`src/rtl/ifu_fb_pkg.sv`:
```
// Shared defaults and entry types for the instruction-fetch buffer.
// Holds the fetch-buffer depth/width defaults and the stored entry layout.
package ifu_fb_pkg;

    localparam int FB_DEPTH_DEF = 4;
    localparam int FB_DW_DEF    = 64;
    localparam int FB_AW        = 31;

    // Side-band information kept with every fetch block.
    typedef struct packed {
        logic [FB_AW-1:0] addr;
        logic             fault;
    } fb_meta_t;

    // Full entry at the default data width.
    typedef struct packed {
        logic [FB_DW_DEF-1:0] data;
        logic [FB_AW-1:0]     addr;
        logic                 fault;
    } fb_entry_t;

endpackage

```
`src/rtl/ifu_fb_mem.sv`:
```
// Fetch-buffer storage: one write port, two combinational read ports (head and head+1).
// Storage is deliberately not reset; validity is tracked by the controller.
module ifu_fb_mem
    import ifu_fb_pkg::*;
#(
    parameter int FB_DEPTH = FB_DEPTH_DEF,
    parameter int FB_DW    = FB_DW_DEF,
    localparam int PW      = $clog2(FB_DEPTH)
) (
    input  logic             clk,
    input  logic             wr_en,
    input  logic [PW-1:0]    wr_ptr,
    input  logic [FB_DW-1:0] wr_data,
    input  fb_meta_t         wr_meta,
    input  logic [PW-1:0]    rd_ptr,
    output logic [FB_DW-1:0] rd0_data,
    output fb_meta_t         rd0_meta,
    output logic [FB_DW-1:0] rd1_data,
    output fb_meta_t         rd1_meta
);

    logic [FB_DW-1:0] data_q [FB_DEPTH];
    fb_meta_t         meta_q [FB_DEPTH];
    logic [PW-1:0]    rd1_ptr;

    always_ff @(posedge clk) begin
        if (wr_en) begin
            data_q[wr_ptr] <= wr_data;
            meta_q[wr_ptr] <= wr_meta;
        end
    end

    assign rd1_ptr  = rd_ptr + PW'(1);
    assign rd0_data = data_q[rd_ptr];
    assign rd0_meta = meta_q[rd_ptr];
    assign rd1_data = data_q[rd1_ptr];
    assign rd1_meta = meta_q[rd1_ptr];

endmodule

```
`src/rtl/ifu_fb_ctl.sv`:
```
// Fetch-buffer controller: circular FIFO between F2 fetch and the aligner,
// presenting the two oldest blocks and reporting how many the aligner removed.
module ifu_fb_ctl
    import ifu_fb_pkg::*;
#(
    parameter int FB_DEPTH = FB_DEPTH_DEF,
    parameter int FB_DW    = FB_DW_DEF
) (
    input  logic                        clk,
    input  logic                        rst,
    input  logic                        fetch_valid_f2,
    input  logic [30:0]                 fetch_addr_f2,
    input  logic [FB_DW-1:0]            fetch_data_f2,
    input  logic                        fetch_fault_f2,
    input  logic                        exu_flush_final,
    input  logic                        align_pop1,
    input  logic                        align_pop2,
    output logic [1:0]                  fb_valid,
    output logic [FB_DW-1:0]            fb0_data,
    output logic [FB_DW-1:0]            fb1_data,
    output logic [30:0]                 fb0_addr,
    output logic [30:0]                 fb1_addr,
    output logic                        fb0_fault,
    output logic                        fb1_fault,
    output logic                        ifu_fb_consume1,
    output logic                        ifu_fb_consume2,
    output logic [$clog2(FB_DEPTH):0]   fb_count,
    output logic                        fb_full,
    output logic                        fb_overflow
);

    localparam int PW = $clog2(FB_DEPTH);
    localparam int CW = PW + 1;
    localparam logic [CW-1:0] ZERO = CW'(0);
    localparam logic [CW-1:0] ONE  = CW'(1);
    localparam logic [CW-1:0] TWO  = CW'(2);
    localparam logic [CW-1:0] FULL = CW'(FB_DEPTH);

    logic [PW-1:0] wr_ptr_q, wr_ptr_d;
    logic [PW-1:0] rd_ptr_q, rd_ptr_d;
    logic [CW-1:0] count_q, count_d;
    logic          overflow_q, overflow_d;

    logic          pop1_req, pop2_req;
    logic          consume1, consume2;
    logic [CW-1:0] consumed;
    logic          full;
    logic          wr_en;
    fb_meta_t      wr_meta, rd0_meta, rd1_meta;

    assign full = (count_q == FULL);

    // Both pop lines together mean "take two"; a lone pop1 means "take one".
    always_comb begin
        pop2_req = align_pop2;
        pop1_req = align_pop1 & ~align_pop2;
        consume2 = ~exu_flush_final & pop2_req & (count_q >= TWO);
        consume1 = ~exu_flush_final &
                   ((pop2_req & (count_q == ONE)) | (pop1_req & (count_q != ZERO)));
        consumed = ZERO;
        if (consume2) begin
            consumed = TWO;
        end else if (consume1) begin
            consumed = ONE;
        end
        wr_en = fetch_valid_f2 & ~exu_flush_final & (~full | consume1 | consume2);
    end

    always_comb begin
        wr_ptr_d   = wr_ptr_q;
        rd_ptr_d   = rd_ptr_q;
        count_d    = count_q;
        overflow_d = overflow_q;
        if (exu_flush_final) begin
            wr_ptr_d = '0;
            rd_ptr_d = '0;
            count_d  = ZERO;
        end else begin
            wr_ptr_d = wr_ptr_q + PW'(wr_en);
            rd_ptr_d = rd_ptr_q + PW'(consumed);
            count_d  = count_q + CW'(wr_en) - consumed;
            if (fetch_valid_f2 & full & ~consume1 & ~consume2) begin
                overflow_d = 1'b1;
            end
        end
    end

    always_ff @(posedge clk or posedge rst) begin
        if (rst) begin
            wr_ptr_q   <= '0;
            rd_ptr_q   <= '0;
            count_q    <= ZERO;
            overflow_q <= 1'b0;
        end else begin
            wr_ptr_q   <= wr_ptr_d;
            rd_ptr_q   <= rd_ptr_d;
            count_q    <= count_d;
            overflow_q <= overflow_d;
        end
    end

    assign wr_meta.addr  = fetch_addr_f2;
    assign wr_meta.fault = fetch_fault_f2;

    ifu_fb_mem #(
        .FB_DEPTH (FB_DEPTH),
        .FB_DW    (FB_DW)
    ) u_mem (
        .clk      (clk),
        .wr_en    (wr_en),
        .wr_ptr   (wr_ptr_q),
        .wr_data  (fetch_data_f2),
        .wr_meta  (wr_meta),
        .rd_ptr   (rd_ptr_q),
        .rd0_data (fb0_data),
        .rd0_meta (rd0_meta),
        .rd1_data (fb1_data),
        .rd1_meta (rd1_meta)
    );

    assign fb0_addr        = rd0_meta.addr;
    assign fb0_fault       = rd0_meta.fault;
    assign fb1_addr        = rd1_meta.addr;
    assign fb1_fault       = rd1_meta.fault;
    assign fb_valid        = {count_q >= TWO, count_q != ZERO};
    assign fb_count        = count_q;
    assign fb_full         = full;
    assign fb_overflow     = overflow_q;
    assign ifu_fb_consume1 = consume1;
    assign ifu_fb_consume2 = consume2;

endmodule

```
`config.mk`:
```
export PLATFORM = sky130hd
export DESIGN_NAME = ifu_fb_ctl
export DESIGN_NICKNAME = d
export VERILOG_FILES = /design/src/rtl/ifu_fb_pkg.sv /design/src/rtl/ifu_fb_mem.sv /design/src/rtl/ifu_fb_ctl.sv
export SDC_FILE = /design/constraint.sdc
export NUM_CORES = 1
export LEC_CHECK = 0
export BUFFER_PORTS_ARGS = -buffer_cell sky130_fd_sc_hd__buf_2
export CAP_MARGIN = 30
export CORE_ASPECT_RATIO = 0.5
export CORE_UTILIZATION = 25
export CTS_CLUSTER_DIAMETER = 40
export DETAILED_ROUTE_END_ITERATION = 10
export PLACE_DENSITY = 0.48
export RECOVER_POWER = 25
export SYNTH_ARGS = -nofsm -noshare
export SYNTH_HDL_FRONTEND = slang
export SYNTH_HIERARCHICAL = 1
export SYNTH_SLANG_ARGS = --single-unit
```
`constraint.sdc`:
```
create_clock -name clk -period 10.4 [get_ports clk]
set_input_delay 2.08 -clock clk [delete_from_list [all_inputs] [get_ports clk]]
set_output_delay 2.08 -clock clk [all_outputs]
set_load 0.02 [all_outputs]
```
After elaboration in Yosys (flattened, before gate mapping). Memory sizes are Yosys's and may differ from the RTL's. Index checks and enable logic that the tools add are counted.

Reductions and logical operators: 2. Eq/ne operators: 2. Mux-type cells: 7. Bitwise logic cells: 19. Order comparisons: 1. Add/subtract/negate cells: 5.

Operator list (number): AND 1 bit (11); two-way mux 2 bit (3); NOT 1 bit (5); adder 3 x 1 -> 3 bit (1); equality test 3 x 1 -> 1 bit (second input constant) (1); equality test 3 bit (second input constant) (1); greater-or-equal comparator 3 x 2 -> 1 bit (second input constant) (1); two-way mux 1 bit (3); two-way mux 3 bit (1); bitwise OR 1 bit (3); nonzero test 3 bit (1); subtractor 3 bit (1); adder 2 x 1 -> 2 bit (1); adder 2 x 1 -> 2 bit (second input constant) (1); adder 2 bit (1); AND reduction 2 bit (1).

Input port bits: 102. Bits in writable memories: 384. Output and inout port bits: 201. Logic and storage cells: 42. Memories: 2. Register bits after elaboration: 8.

Memory list: u_mem.data_q (words 4, width 64, read ports 2, clocked after memory_dff 0, wr ports 1, RTL line ifu_fb_mem.sv:22) `logic [FB_DW-1:0] data_q [FB_DEPTH];`; u_mem.meta_q (words 4, width 32, read ports 2, clocked after memory_dff 0, wr ports 1, RTL line ifu_fb_mem.sv:23) `fb_meta_t meta_q [FB_DEPTH];`.

Logic depth before layout (Yosys ltp).
Depth after elaboration: 11. Mapped depth: 10. Mapped depth without buffers: 10.

Hierarchy. Netlist, hierarchy kept.

Modules (own cells, without submodules): ifu_fb_mem (area an instance 16404.5 µm², cells an instance 623, sequential area each 11531.1 µm², instances 1); ifu_fb_ctl (area an instance 462.9 µm², cells an instance 46, sequential area each 200.2 µm², instances 1).

Worst setup path before layout. No wires, ideal clock.

Path type: input port to flip-flop. Start: input exu_flush_final. End: memory u_mem/data_q[0][0] (netlist name), enable pin. Path buffers: 0. Data arrival time: 9.481 ns. Setup time: 0.688 ns. Stages: 3. Data required time: 9.712 ns. Path slack: 0.231 ns. Path through: nand2b_1 > a21oi_1 > nor3b_1.

Word-level cells in the longest chain between the ends: 7. Elaborated cells on any way between the ends: 10. Those cells by class: 2 x mux; 8 x bitwise.

RTL lines: start, declared (RTL line ifu_fb_ctl.sv:15) `input logic exu_flush_final,`; NOT 1 bit (no source line) *; AND 1 bit, on equally long branches (RTL line ifu_fb_ctl.sv:58, ifu_fb_ctl.sv:57); bitwise OR 1 bit / AND 1 bit (equally long branches) (RTL line ifu_fb_ctl.sv:66, ifu_fb_ctl.sv:57); bitwise OR 1 bit (RTL line ifu_fb_ctl.sv:66) `wr_en = fetch_valid_f2 & ~exu_flush_final & (~full | consume1 | consume2);`; AND 1 bit * (RTL line ifu_fb_ctl.sv:66); named net wr_en (RTL line ifu_fb_ctl.sv:48) `logic wr_en;`; two-way mux 1 bit * (RTL line ifu_fb_mem.sv:27) `if (wr_en) begin`; two-way mux 1 bit (implied by the code) * (RTL line ifu_fb_mem.sv:28) `data_q[wr_ptr] <= wr_data;`; end, declared (RTL line ifu_fb_mem.sv:22).

The timed path passes the listed nets; every way through them passes the cells marked *.

Worst setup path in the final report.
Start: register rd_ptr_q[1]. End: output fb1_data[45].

Word-level cells in the longest chain between the ends: 2.

RTL lines: start, declared (RTL line ifu_fb_ctl.sv:40) `logic [PW-1:0] rd_ptr_q, rd_ptr_d;`; start signal, assigned (RTL line ifu_fb_ctl.sv:96) `rd_ptr_q <= rd_ptr_d;`; adder 2 x 1 -> 2 bit (RTL line ifu_fb_mem.sv:33) `assign rd1_ptr = rd_ptr + PW'(1);`; memory (4 x 64 bit); end, declared (RTL line ifu_fb_ctl.sv:20) `output logic [FB_DW-1:0] fb1_data,`.

Every way passes these cells.

==> impl_results.md <==
* Switching power total at 1.73 mW
* Max cap viols at 0
* Detailed placer's ending HPWL at 26700 um
* Internal Power at 3.58 mW
* Core box area at 65800 um2
* Area delta synth->final at 23.3%
* DR WL/cell at 20.6 um
* Remaining antenna violation count after routing at 0
* Total congestion overflow after global routing at 0
* Clk_lat worst skew at 0.55 ns
* Proportion of netlist area held by the largest area contributor at 68.4%
* Top area cells in the synthesized netlist: sky130_fd_sc_hd__edfxtp_1 (68%), sky130_fd_sc_hd__mux4_2 (26%), sky130_fd_sc_hd__buf_12 (2.3%)
* Transition time at the pin with the least slew margin at 0.946 ns
* Number of failing hold endpoints at the final stage at 0
* Clock tree sinks at 392
* Share of flip-flops with an asynchronous set or reset at 2.04%
* Largest net degree at the start of global routing at 115
* Crit path arrival time at 3.16 ns
* TritonCTS Buffers at 50
* Vias per inst at 4.36
* Slowest stage delay, CP at 0.92 ns
* Area of the die at 68600 um2
* # H-tree levels at 2
* Distinct cells, synth at 30
* Overall Global Routing Usage at 11.2%
* Critical path cell sequence: buf_12 > mux4_2 > buf_2
* Final estimated routing congestion in global placement at 0.722
* Switching power share of the total at 32.6%
* Synthesis warning total at 6
* Top-level I/O count at 303
* Synthesized instance count at 669
* Setup fix buffers added after clock tree synthesis at 0
* Count of flip-flops with a built-in enable after synthesis at 384
* Seq cells post-synth at 392
* Via Count at 8373
* Critical path peak fanout at 114
* Aggregate negative setup slack at 0 ns
* Outcome: finished with violations
* Footprint of the flip-flops and latches at 11700 um2
* First-iteration detailed-routing DRC count at 402
* Count of port buffers added during placement at 302
* Fillers at 6260
* Crit path required time at 8.32 ns
* Setup crit end kind: primary output
* Number of global-route vias before repair at 8953
* Mapped Nets at 777
* Average cell area after synthesis at 25.2 um2
* Global routing usage on met2 at 23.3%
* Clock skew at 0.0137 ns
* Largest area contributor in the synthesized netlist: sky130_fd_sc_hd__edfxtp_1
* Cell leakage power at 6.69 nW
* Initial Utilization at 25.6%
* Relative contribution of sequential cells to total power at 35.4%
* Maximum operating frequency at 191 MHz
* Share of power burned in combinational logic at 32.6%
* Number of remaining DRC errors at 2
* Number of instances in the placed design at 1826
* Standard cell with the maximum stage delay on the critical path: sky130_fd_sc_hd__dfrtp_4
* Die span in x at 369 um
* Peak supply drop at 171 uV
* Power per Cell Area at 255 nW/um2
* Number of standard cells in the final layout excluding fillers at 1922
* Element type at the critical path start: flop
* Fraction of met1 tracks used by global routing at 11.0%
* Final setup violation count at 0
* CTS tree: done
* DRT Pass-1 Iters at 7
* Height of the chip at 186 um
* Power Total at 5.31 mW
* Initial antenna violation count at 3
* Standard-cell row count at 66
* Part of the Yosys area used for sequential elements at 69.5%
* Prevailing post-synth register cell: sky130_fd_sc_hd__edfxtp_1
* Share of final-layout standard cells stronger than drive strength 1 at 51.4%
* Post-detailed-routing wire length at 39600 um
* Count of cells resized by post-cts repair at 0
* Clock group share of total power at 32.0%
* Type of the worst setup path: flop to primary output
* Grt peak-use layer: met2
* Minimum clock period after layout at 5.24 ns
* Maximum number of buffers from clock root to sink at 3
* Violations in the final reports: DRC
* Worst min-delay path class: flop to flop
* First-pass GRT wire length at 57000 um
* # hold bufs at CTS at 0
* Met3 track utilization from global routing at 1.84%
* Footprint of the multi-input gates at 4610 um2
* Ratio of final minimum period to clock period at 50.4%
* Buffer type at the clock tree root: sky130_fd_sc_hd__clkbuf_16
* RSZ-0062 raised after global routing: no
* Fin. max-slew vios at 0
* Total standard cell area after synthesis at 16900 um2
* Clock-pin slew on the worst setup and hold paths at 0.06 ns
* Final nets at 1103
* Relative slew slack at 36.9%
## cells in the final DEF (no fill, tap or decap), drive strengths merged
master / instances
clkinvlp: 7
and3: 1
or3: 1
nor3: 2
diode: 2
dfrtp: 8
mux4: 192
nand2: 2
buf: 251
and3b: 2
xnor2: 4
ha: 5
a21oi: 1
fa: 1
inv: 13
clkinv: 17
o21bai: 1
nor2: 5
bufinv: 4
nand2b: 1
nor2b: 3
xor2: 1
edfxtp: 384
clkbuf: 125
o21ai: 1
or2: 2
nor3b: 2
## per-layer routing
layer  vias up  part of all wire, %  wire length (um)
li1       3664                    -                 -
met1      4482                   33             13000
met2       153                   61             24200
met3        72                  3.0              1210
met5         -                0.033                13
met4         2                  3.0              1190
## power groups by stage
stage	clock network, mW	logic (mW)	registers (mW)
floorplan	0	1.41	1.86
global placement	0	1.78	1.91
detailed placement	0	1.79	1.92
CTS	1.74	1.78	1.88
global route	1.80	1.84	1.89
finish	1.70	1.73	1.88
## final cells by class
class	instances	share of cell area [%]
sequential	392	56.4
tap	884	5.32
timing repair buffer	318	7.89
inverter	6	0.108
multi-input combinational	227	22.2
clock inverter	35	1.60
antenna	2	0.0241
clock buffer	58	6.47
## synth_stat cells (2+ instances only)
library cell	instances
sky130_fd_sc_hd__dfrtp_1	8
sky130_fd_sc_hd__nor3_1	2
sky130_fd_sc_hd__nand2_1	2
sky130_fd_sc_hd__edfxtp_1	384
sky130_fd_sc_hd__nor2b_1	3
sky130_fd_sc_hd__buf_12	19
sky130_fd_sc_hd__mux4_2	192
sky130_fd_sc_hd__buf_2	20
sky130_fd_sc_hd__and3b_1	2
sky130_fd_sc_hd__xnor2_1	4
sky130_fd_sc_hd__nor2_1	5
sky130_fd_sc_hd__inv_1	5
sky130_fd_sc_hd__clkbuf_1	2
sky130_fd_sc_hd__ha_1	5
## registers in the layout (all words and copies together), names as in the netlist
signal,count
u_mem/data_q,256
u_mem/meta_q,128
fb_count,3
rd_ptr_q,2
wr_ptr_q,2
fb_overflow,1
## stage by stage
step | setup WS (ns) | util, % | instance area [um2] | hold slack, ns
final | 5.16 | 31.6 | 20800 | 0.503
after global placement | 5.39 | 29.0 | 19100 | 0.466
after floorplan | 0.231 | - | 16900 | 0.542
after CTS | 5.05 | 31.7 | 20900 | 0.504
after detailed placement | 5.38 | 29.1 | 19200 | 0.488
after global routing | 4.89 | 31.6 | 20800 | 0.517
## critical path, delay by kind of cell (launching register included)
kind | cells | cell delay, ns
flops | 1 | 0.92
buf+inv | 2 | 0.88
mux | 1 | 0.62
## path summary, 6_finish.rpt
kind	start	to	slack, ns	cells past startpoint
setup / recovery	rd_ptr_q[1]	fb1_data[45]	5.16	3
hold / removal	fb_overflow	fb_overflow	0.50	1
setup reg to reg	fb_count[2]	u_mem/data_q[0][26]	7.22	5
hold reg to reg	fb_overflow	fb_overflow	0.50	1
max in group asynchronous	rst	rd_ptr_q[1]	8.64	2
min in group asynchronous	rst	rd_ptr_q[0]	1.48	2
## cells by family (layout without fill, tap and decap cells)
family,after synthesis,after routing,share of synthesized area [%]
AOI/OAI and AO/OA,3,3,0.104
xor gates and xnor gates,5,5,0.260
adders and majority gates,6,6,0.490
buffers and inverters,50,417,3.23
DFF,392,392,69.5
muxes,192,192,25.6
other,0,2,0
and+or+nand+nor,21,21,0.735
Note: power is estimated with default switching activity, not from simulation.
